File: src/rtl/gc_buf_pkg.sv
// Shared types and sizing helpers for the garbled-circuit label buffers.
// NR_AES is the single source of the AES pipeline latency.
package gc_buf_pkg;

    typedef logic [127:0] label_t;

    localparam int unsigned NR_AES = 4;

    function automatic int unsigned cnt_w(input int unsigned depth);
        return $clog2(depth + 32'd1);
    endfunction

    function automatic int unsigned ptr_w(input int unsigned depth);
        return (depth > 32'd1) ? $clog2(depth) : 32'd1;
    endfunction

endpackage

File: src/rtl/aes_result_drain_if.sv
// Handshake bundle between the AES issuer/pipeline, the result drain and its consumer.
// Defining RESULT_LAT_CHECK_EN adds the lat_err status signal.
interface aes_result_drain_if #(
    parameter int unsigned N     = 128,
    parameter int unsigned DEPTH = 16
);
    import gc_buf_pkg::*;

    localparam int unsigned CW = cnt_w(DEPTH);

    logic          issue_req;
    logic          issue_gnt;
    logic          res_valid;
    logic [N-1:0]  res_data;
    logic          out_valid;
    logic [N-1:0]  out_data;
    logic          out_ready;
    logic [CW-1:0] occupancy;
    logic          overflow;

`ifdef RESULT_LAT_CHECK_EN
    logic          lat_err;

    modport master (
        output issue_req, res_valid, res_data, out_ready,
        input  issue_gnt, out_valid, out_data, occupancy, overflow, lat_err
    );

    modport slave (
        input  issue_req, res_valid, res_data, out_ready,
        output issue_gnt, out_valid, out_data, occupancy, overflow, lat_err
    );
`else
    modport master (
        output issue_req, res_valid, res_data, out_ready,
        input  issue_gnt, out_valid, out_data, occupancy, overflow
    );

    modport slave (
        input  issue_req, res_valid, res_data, out_ready,
        output issue_gnt, out_valid, out_data, occupancy, overflow
    );
`endif

endinterface

File: src/rtl/aes_result_drain_result_ram.sv
// DEPTH x N result storage: one synchronous write port, asynchronous read,
// contents cleared by the asynchronous reset.
module result_ram
    import gc_buf_pkg::*;
#(
    parameter int unsigned N     = 128,
    parameter int unsigned DEPTH = 16,
    parameter int unsigned PW    = ptr_w(DEPTH)
) (
    input  logic          clk,
    input  logic          rst,
    input  logic          we_i,
    input  logic [PW-1:0] waddr_i,
    input  logic [N-1:0]  wdata_i,
    input  logic [PW-1:0] raddr_i,
    output logic [N-1:0]  rdata_o
);

    logic [N-1:0] mem_q [DEPTH];

    // Storage array write; reset wipes every entry so out_data reads zero.
    always_ff @(posedge clk or posedge rst) begin
        if (rst) begin
            for (int i = 0; i < int'(DEPTH); i++) begin
                mem_q[i] <= {N{1'b0}};
            end
        end else if (we_i) begin
            mem_q[waddr_i] <= wdata_i;
        end
    end

    assign rdata_o = mem_q[raddr_i];

endmodule

File: src/rtl/aes_result_drain.sv
// Credit-gated result FIFO at the output of the fixed-latency AES label pipeline.
// Optional macro RESULT_LAT_CHECK_EN adds an issue-to-result latency checker (lat_err).
module aes_result_drain
    import gc_buf_pkg::*;
#(
    parameter int unsigned N       = 128,
    parameter int unsigned DEPTH   = 16,
    parameter int unsigned AES_LAT = NR_AES
) (
    input  logic              clk,
    input  logic              rst,
    aes_result_drain_if.slave bus
);

    localparam int unsigned   CW     = cnt_w(DEPTH);
    localparam int unsigned   PW     = ptr_w(DEPTH);
    localparam logic [CW-1:0] FULL_C = CW'(DEPTH);
    localparam logic [CW-1:0] ZERO_C = {CW{1'b0}};
    localparam logic [CW-1:0] ONE_C  = CW'(1'b1);
    localparam logic [PW-1:0] PONE_C = PW'(1'b1);

    if ((DEPTH < 32'd2) || ((DEPTH & (DEPTH - 32'd1)) != 32'd0) || (AES_LAT < 32'd1)) begin : g_bad_cfg
        $error("aes_result_drain: DEPTH must be a power of 2 >= 2 and AES_LAT >= 1");
    end

    logic [CW-1:0] credits_q, credits_d;
    logic [CW-1:0] occ_q, occ_d;
    logic [PW-1:0] wr_ptr_q, wr_ptr_d;
    logic [PW-1:0] rd_ptr_q, rd_ptr_d;
    logic          overflow_q, overflow_d;

    logic          issue_gnt_s, issue_s, out_valid_s, pop_s;
    logic          full_s, push_s, drop_s;
    logic [N-1:0]  rdata_s;

    assign issue_gnt_s = (credits_q != ZERO_C);
    assign issue_s     = bus.issue_req & issue_gnt_s;
    assign out_valid_s = (occ_q != ZERO_C);
    assign pop_s       = out_valid_s & bus.out_ready;
    assign full_s      = (occ_q == FULL_C);
    // A pop in the same cycle frees the slot, so a full buffer still accepts.
    assign push_s      = bus.res_valid & (~full_s | pop_s);
    assign drop_s      = bus.res_valid & full_s & ~pop_s;

    // Credit and fill-level updates; both saturate rather than wrap.
    always_comb begin
        credits_d = credits_q;
        occ_d     = occ_q;
        if (issue_s && !pop_s) begin
            credits_d = (credits_q != ZERO_C) ? (credits_q - ONE_C) : credits_q;
        end else if (pop_s && !issue_s) begin
            credits_d = (credits_q != FULL_C) ? (credits_q + ONE_C) : credits_q;
        end else begin
            credits_d = credits_q;
        end
        if (push_s && !pop_s) begin
            occ_d = (occ_q != FULL_C) ? (occ_q + ONE_C) : occ_q;
        end else if (pop_s && !push_s) begin
            occ_d = (occ_q != ZERO_C) ? (occ_q - ONE_C) : occ_q;
        end else begin
            occ_d = occ_q;
        end
    end

    // Pointer advance (power-of-two depth wraps naturally) and sticky overflow.
    always_comb begin
        wr_ptr_d   = wr_ptr_q;
        rd_ptr_d   = rd_ptr_q;
        overflow_d = overflow_q | drop_s;
        if (push_s) begin
            wr_ptr_d = wr_ptr_q + PONE_C;
        end else begin
            wr_ptr_d = wr_ptr_q;
        end
        if (pop_s) begin
            rd_ptr_d = rd_ptr_q + PONE_C;
        end else begin
            rd_ptr_d = rd_ptr_q;
        end
    end

    // Control state registers.
    always_ff @(posedge clk or posedge rst) begin
        if (rst) begin
            credits_q  <= FULL_C;
            occ_q      <= ZERO_C;
            wr_ptr_q   <= {PW{1'b0}};
            rd_ptr_q   <= {PW{1'b0}};
            overflow_q <= 1'b0;
        end else begin
            credits_q  <= credits_d;
            occ_q      <= occ_d;
            wr_ptr_q   <= wr_ptr_d;
            rd_ptr_q   <= rd_ptr_d;
            overflow_q <= overflow_d;
        end
    end

    result_ram #(
        .N     (N),
        .DEPTH (DEPTH),
        .PW    (PW)
    ) u_ram (
        .clk     (clk),
        .rst     (rst),
        .we_i    (push_s),
        .waddr_i (wr_ptr_q),
        .wdata_i (bus.res_data),
        .raddr_i (rd_ptr_q),
        .rdata_o (rdata_s)
    );

    assign bus.issue_gnt = issue_gnt_s;
    assign bus.out_valid = out_valid_s;
    assign bus.out_data  = rdata_s;
    assign bus.occupancy = occ_q;
    assign bus.overflow  = overflow_q;

`ifdef RESULT_LAT_CHECK_EN
    logic [AES_LAT-1:0] lat_sr_q, lat_sr_d;
    logic               lat_err_q, lat_err_d;

    // Delay line of accepted issues; its last tap says a result is due now.
    always_comb begin
        lat_sr_d  = AES_LAT'({lat_sr_q, issue_s});
        lat_err_d = lat_err_q | (bus.res_valid != lat_sr_q[AES_LAT-1]);
    end

    // Latency checker registers.
    always_ff @(posedge clk or posedge rst) begin
        if (rst) begin
            lat_sr_q  <= {AES_LAT{1'b0}};
            lat_err_q <= 1'b0;
        end else begin
            lat_sr_q  <= lat_sr_d;
            lat_err_q <= lat_err_d;
        end
    end

    assign bus.lat_err = lat_err_q;
`endif

endmodule

File: src/flat_wrapper.sv
// flat-port wrapper written by rule: the top's interface ports become plain ports
module aes_result_drain_flat import gc_buf_pkg::*;
#(
    parameter int unsigned N       = 128,
    parameter int unsigned DEPTH   = 16,
    parameter int unsigned AES_LAT = NR_AES
)
  (clk, rst, bus_issue_req, bus_res_valid, bus_res_data, bus_out_ready, bus_issue_gnt, bus_out_valid, bus_out_data, bus_occupancy, bus_overflow);
  aes_result_drain_if #(.N(N), .DEPTH(DEPTH)) bus_i ();
  input  logic clk;
  input  logic rst;
  input wire logic [$bits(bus_i.issue_req)-1:0] bus_issue_req;
  input wire logic [$bits(bus_i.res_valid)-1:0] bus_res_valid;
  input wire logic [$bits(bus_i.res_data)-1:0] bus_res_data;
  input wire logic [$bits(bus_i.out_ready)-1:0] bus_out_ready;
  output wire logic [$bits(bus_i.issue_gnt)-1:0] bus_issue_gnt;
  output wire logic [$bits(bus_i.out_valid)-1:0] bus_out_valid;
  output wire logic [$bits(bus_i.out_data)-1:0] bus_out_data;
  output wire logic [$bits(bus_i.occupancy)-1:0] bus_occupancy;
  output wire logic [$bits(bus_i.overflow)-1:0] bus_overflow;
  assign bus_i.issue_req = bus_issue_req;
  assign bus_i.res_valid = bus_res_valid;
  assign bus_i.res_data = bus_res_data;
  assign bus_i.out_ready = bus_out_ready;
  assign bus_issue_gnt = bus_i.issue_gnt;
  assign bus_out_valid = bus_i.out_valid;
  assign bus_out_data = bus_i.out_data;
  assign bus_occupancy = bus_i.occupancy;
  assign bus_overflow = bus_i.overflow;
  aes_result_drain #(.N(N), .DEPTH(DEPTH), .AES_LAT(AES_LAT)) u_core (.clk(clk), .rst(rst), .bus(bus_i));
endmodule
File: config.mk
export PLATFORM = sky130hd
export DESIGN_NAME = aes_result_drain_flat
export DESIGN_NICKNAME = d
export VERILOG_FILES = /design/src/rtl/gc_buf_pkg.sv /design/src/rtl/aes_result_drain_if.sv /design/src/rtl/aes_result_drain_result_ram.sv /design/src/rtl/aes_result_drain.sv /design/src/flat_wrapper.sv
export SDC_FILE = /design/constraint.sdc
export NUM_CORES = 2
export LEC_CHECK = 0
export ABC_AREA = 1
export BUFFER_PORTS_ARGS = -buffer_cell sky130_fd_sc_hd__buf_2
export CORE_MARGIN = 5
export CORE_UTILIZATION = 28
export DETAILED_ROUTE_END_ITERATION = 8
export PLACE_DENSITY_LB_ADDON = 0.12
export SETUP_SLACK_MARGIN = 0.05
export SYNTH_ARGS = -nofsm -noshare
export SYNTH_HDL_FRONTEND = slang
export SYNTH_SLANG_ARGS = --single-unit
File: constraint.sdc
create_clock -name clk -period 60.4 [get_ports clk]
set_input_delay 0 -clock clk [delete_from_list [all_inputs] [get_ports clk]]
set_output_delay 0 -clock clk [all_outputs]
set_load 0.005 [all_outputs]
# After elaboration in Yosys (flattened, before gate mapping)
# Index checks and enable logic that the tools add are counted.
dict set report totals {
  out_inout_bits 136
  reg_bits 2067
}
dict set report classes {
  mux 14
  bitwise 11
  order_cmp 3
  n_eq_ne 5
  n_reduce_logical 16
  addsub 6
}
# cell n
set ops {}
lappend ops {{bitwise mux 2048 bit} 1}
lappend ops {{binary-select mux 128 bit (select 4 bit)} 1}
lappend ops {{demux 128 bit (select 4 bit)} 1}
lappend ops {{two-way mux 128 bit} 3}
lappend ops {{two-way mux 5 bit} 8}
lappend ops {{adder 5 x 1 -> 5 bit, second input constant} 2}
lappend ops {{>= comparator 5 bit, second input constant} 2}
lappend ops {{!= test 5 bit, second input constant} 2}
lappend ops {{NOT 4 -> 5 bit} 2}
lappend ops {{nonzero test 5 bit} 2}
lappend ops {{subtractor 5 x 1 -> 5 bit, second input constant} 2}
lappend ops {{adder 4 x 1 -> 4 bit, second input constant} 2}
lappend ops {{nonzero test 2 bit} 4}
lappend ops {{AND reduction 3 bit} 2}
lappend ops {{AND 1 bit} 5}
lappend ops {{equality test 5 bit, second input constant} 1}
lappend ops {{logical AND 1 bit} 5}
lappend ops {{less-than comparator 5 x 1 -> 1 bit, second input constant} 1}
lappend ops {{zero test 1 bit} 3}
lappend ops {{!= test 2 x 1 -> 1 bit, second input constant} 1}
lappend ops {{!= test 2 bit, second input constant} 1}
lappend ops {{NOT 1 bit} 2}
lappend ops {{bitwise OR 1 bit} 2}

# Logic depth before layout (Yosys ltp)
dict set report logic_depth {
  ltp_word 8
  depth_mapped 15
}

# By module
# Synthesis repeated with hierarchy kept, for this count alone.
dict set report unflattened {
  cells_unflattened 12573
  area_unflattened_um2 96333.6
}
# mod seq_area_each_um2 cells_each instances area_each_um2
set modules_own_cells {}
lappend modules_own_cells {result_ram 51249.2 12451 1 95143.8}
lappend modules_own_cells {aes_result_drain 476.7 122 1 1189.9}

# Worst setup path after synthesis
# Ideal clock, no wire load.
dict set report synth_path {
  kind {register -> register}
  from {reg u_core.occ_q[0] (netlist: u_core.bus.occupancy[0])}
  to {reg u_core.occ_q[4] (netlist: u_core.bus.occupancy[4])}
  stages_incl_launch_ff 16
  t_arrival_ns 2.345
  path_buffers 2
  path_slack_ns 57.972
  required_time_ns 60.317
  setup_ns 0.083
  period_less_slack_ns 2.428
  cell_sequence {dfrtp_1 -> nor2_1 -> nand2_1 -> inv_2 -> nand2_2 -> nand2_4 -> inv_4 -> buf_6 -> clkbuf_1 -> ha_1 -> inv_1 -> ha_1 -> a21oi_1 -> o21ai_0 -> xnor2_1 -> o21ai_0}
}
dict set report synth_between {
  elab_chain_cells 8
  elab_cells_between_ends 21
  classes_between {add/sub (2); eq/ne (3); mux (4); bitwise (4); reduce/logical (8)}
}
# item line_no
set synth_rtl {}
lappend synth_rtl {{start, declared} aes_result_drain.sv:27} ;# logic [CW-1:0] occ_q, occ_d;
lappend synth_rtl {{start signal, assigned} aes_result_drain.sv:86} ;# occ_q <= ZERO_C;
lappend synth_rtl {{start signal, assigned} aes_result_drain.sv:92} ;# occ_q <= occ_d;
lappend synth_rtl {{nonzero test 5 bit / equality test 5 bit (equally long branches)} {aes_result_drain.sv:38, aes_result_drain.sv:40}}
lappend synth_rtl {{AND 1 bit / NOT 1 bit (equally long branches)} {aes_result_drain.sv:39, aes_result_drain.sv:42}}
lappend synth_rtl {{bitwise OR 1 bit (*)} aes_result_drain.sv:42} ;# assign push_s = bus.res_valid & (~full_s | pop_s);
lappend synth_rtl {{AND 1 bit (*)} aes_result_drain.sv:42}
lappend synth_rtl {{via u_core.push_s} aes_result_drain.sv:33} ;# logic full_s, push_s, drop_s;
lappend synth_rtl {{zero test 1 bit} aes_result_drain.sv:58} ;# end else if (pop_s && !push_s) begin
lappend synth_rtl {{logical AND 1 bit} aes_result_drain.sv:58}
lappend synth_rtl {{nonzero test 2 bit (no source line)} --}
lappend synth_rtl {{AND reduction 3 bit (no source line)} --}
# The timed path passes the listed nets; every way through them passes the cells marked *. The select of a mux whose other input is x is not followed.
# A chain may end at the register's enable or synchronous reset.

==> key figures <==
GRT
  • Overflow left after global routing: 0
  • Pin count of the biggest net entering global routing: between 200 and 250
  • Antenna violations before repair: 58
  • Global-route wire length before repair: roughly 640000 µm
  • GRT Total Usage: around 23%
  • Number of global-route vias before repair: around 90000

Run
  • Number of violations of the max-capacitance limit: 0

Worst hold path
  • Type of the tightest min-delay check: in -> reg
  • Worst Hold Depth: 4

Synth
  • Cell types with the highest counts after synthesis: nand2_1 (3883), dfrtp_1 (2066), nand3_1 (1957), nor2_1 (1103), o21ai_0 (1038)
  • Yosys top cell by area: dfrtp_1
  • Flip-flop cell with the highest count after synthesis: dfrtp_1
  • Average instance area after synthesis: approximately 8 µm²
  • Count of flip-flops with a built-in enable after synthesis: 0
  • Cells taking the most area after synthesis: dfrtp_1 (52%), nand2_1 (15%), nand3_1 (9.8%)
  • Top cell type's share of synthesized area: 51.8%
  • Post-synthesis sequential element count: between 2000 and 2500
  • Post-synthesis cell count: about 13000
  • Area of the mapped netlist: ~0.10 mm²
  • Unique cell type count in the Yosys netlist: 30
  • Yosys synthesis warning count: 0
  • Synth Net Count: 13000
  • Post-synth ARST share: between 90% and 100%
  • Post-synthesis sequential area ratio: 51.8%
  • Cell with the most instances after synthesis: nand2_1

STA
  • Total negative slack: 0 ps
  • Setup repair after global routing missed its margin: no
  • Slew at the pin with the worst max-slew slack: ~1200 ps
  • Total count of max-transition violations in the final report: 0
  • Post-layout worst setup margin: 53210 ps
  • Final setup violation count: 0
  • Highest achievable clock rate: ~0.14 GHz
  • Crit share post-route: about an eighth
  • Slew headroom: between 20% and 30%
  • Worst Skew: between 30 and 40 ps
  • Final hold violations: 0
  • Post-layout min period: between 7000 and 8000 ps

Outcome
  • Result of the run: completed

CTS
  • Clock latency of the later-clocked register in the worst-skew pair: between 900 and 1000 ps
  • CTS tree: done
  • Resized cells post-CTS: 0
  • Number of buffers inserted during clock tree synthesis: between 200 and 300
  • Number of buffers on the longest clock path: 4
  • CTS sink cnt: about 2100
  • Post-CTS Setup Bufs: 0
  • CTS root buffer: clkbuf_16
  • H-tree Lvls: 5
  • CTS clk-pin slew, worst paths: about 50 ps

Critical path
  • Cells along the critical path: dlygate4sd3_1, buf_2, dlygate4sd3_1, inv_8, buf_4, buf_4, buf_4, buf_4, buf_4, buf_4, buf_4, buf_4
  • Endpoint type of the worst setup path: async pin
  • Setup Crit Path Kind: in -> async
  • Crit path largest cell delay: slightly above 900 ps
  • Slowest library cell on the worst path: buf_4
  • Critical Path RT: about 61000 ps
  • Arrival time of the worst setup path: roughly 8000 ps
  • Max FO, Critical Path: 88
  • Cell seen most often among critical-path stages: buf_4
  • Path depth of the worst reg2reg path: 13
  • Startpoint type of the worst setup path: input pin

Layout
  • Final net count: roughly 13000
  • Share of layout cells above drive strength 1: between 6 and 7%
  • Layout overhead on the synthesized area: 13.2%
  • Filler cell count: around 38000
  • Finished Cell Area: approximately 0.11 mm²

Floorplan
  • Number of top-level pins: approximately 270
  • Standard-cell rows: between 200 and 250
  • Die Footprint: ~0.37 mm²
  • Die width: 607 µm
  • Effective utilization at floorplan: between 20% and 30%
  • Core ar.: approximately 0.36 mm²
  • Die extent in y: 607 µm

Power and ir drop
  • Combinational cell fraction of total power: roughly two fifths
  • Net Sw Frac: between 40 and 50%
  • Peak supply drop: just under 0.00004 V
  • NetSw: 2930 µW
  • Cell leakage power: 0.0557 µW
  • Internal power: ~3800 µW
  • Power share of the sequential group: a little over a third
  • Clock power share: between 20% and 30%
  • Power density over the cells: ~59 mW/mm²

Route
  • Number of detailed-routing iterations run before antenna repair: 6
  • Number of nets with antenna violations after routing: 0
  • Drt wl/cell: approximately 25 µm
  • Detailed Route WL: around 430000 µm
  • Remaining DRCs: 0
  • Via density: between 5 and 6
  • Total via count in the routed design: around 90000
  • DRC violation total after the first TritonRoute iteration: approximately 9000

Place
  • Total cell area at the placement stage: approximately 0.10 mm²
  • Global placer's final weighted congestion: between 0.7 and 0.8
  • Input/output buffers: ~270
  • DP HPWL: between 200000 and 250000 µm
  • Post-Place Worst Slack: 53050 ps
[power by group through the flow]
stage	combinational, µW	clock [µW]	sequential, µW
3_5_place_dp	2790	0	2360
6_report	2770	1580	2350
2_1_floorplan	1770	0	2300
4_1_cts	2810	1620	2340
3_3_place_gp	2760	0	2340
5_1_grt	3100	1670	2420
[kinds of logic (layout without fill, tap and decap cells)]
kind of cell | count (synthesis) | in the layout | share of synthesized area, %
simple gates | 6957 | 6957 | 28.6
fa+ha+maj | 15 | 15 | 0.203
buf+inv | 1652 | 1396 | 7.48
compound gates | 2099 | 2099 | 11.8
other cells | 0 | 17 | 0
flops | 2067 | 2067 | 51.8
xor+xnor | 14 | 14 | 0.123
[metrics by stage]
step                      power, µW  util [%]  cells  hold slack (ps)
after floorplan                4080         -  12800              158
after global placement         5100      28.9  16700              193
after detailed placement       5140      28.9  16700              195
after CTS                      6770      31.8  17300            0.493
after global routing           7180      31.8  17300             68.5
final                          6700      31.8  17300             65.6
[cell type report]
cell class                 count  area [µm²]  share of cell area, %
tap                         4751        5940                   5.26
multi-input combinational   9085       41000                   36.2
sequential                  2067       51700                   45.8
clock buffer                 399        7900                   6.99
clock inverter                54         558                  0.494
inverter                     336        1320                   1.16
antenna                       17        42.5                 0.0376
timing repair buffer         607        4610                   4.08
[critical path, delay by kind of cell]
family,cells,cell delay (ps)
buf+inv,12,7700
[flip-flops by register name (all words and copies together), names as in the netlist]
register and flops:
u_core.bus.occupancy 5, u_core.u_ram.mem_q 2048, u_core.wr_ptr_q 4, u_core.rd_ptr_q 4, u_core.credits_q 5, u_core.bus.overflow 1
[timing repair]
action                                   CTS  global route
hold buffers                             166             0
endpoints found under the setup margin     0             0
endpoints found under the hold margin   2145             0
[path summary, 6_finish.rpt]
kind / start / to / slack (ps)
max: rst / u_core.u_ram.mem_q[1617] / 53210
min: bus_res_data[74] / u_core.u_ram.mem_q[1994] / 70
max reg2reg: u_core.bus.occupancy[1] / u_core.u_ram.mem_q[980] / 54670
min reg2reg: u_core.u_ram.mem_q[1789] / u_core.u_ram.mem_q[1789] / 460
max in group clk: u_core.rd_ptr_q[0] / bus_out_data[32] / 54500
min in group asynchronous: rst / u_core.u_ram.mem_q[1299] / 410
[placed cells by master, fill, tap and decap left out, types with 166 or more instances in the layout]
cell           synthesis  layout
a21oi_1              508     508
buf_2                437     268
clkbuf_16              0     277
dfrtp_1             2066    2062
dlygate4sd3_1          0     166
inv_1                331     329
nand2_1             3883    3875
nand3_1             1957    1957
nor2_1              1103    1090
o211ai_1             225     225
o21ai_0             1038    1037
o22ai_1              198     198
[per-layer routing]
metal | share of wire [%] | up-vias | track usage [%]
met5 | 0.022 | - | 0
met4 | 3.2 | 16 | 6.84
met3 | 5.5 | 720 | 2.56
met2 | 47 | 3093 | 38.4
met1 | 44 | 45400 | 30.4
li1 | - | 41100 | -
(Power assumes the default switching activity.)
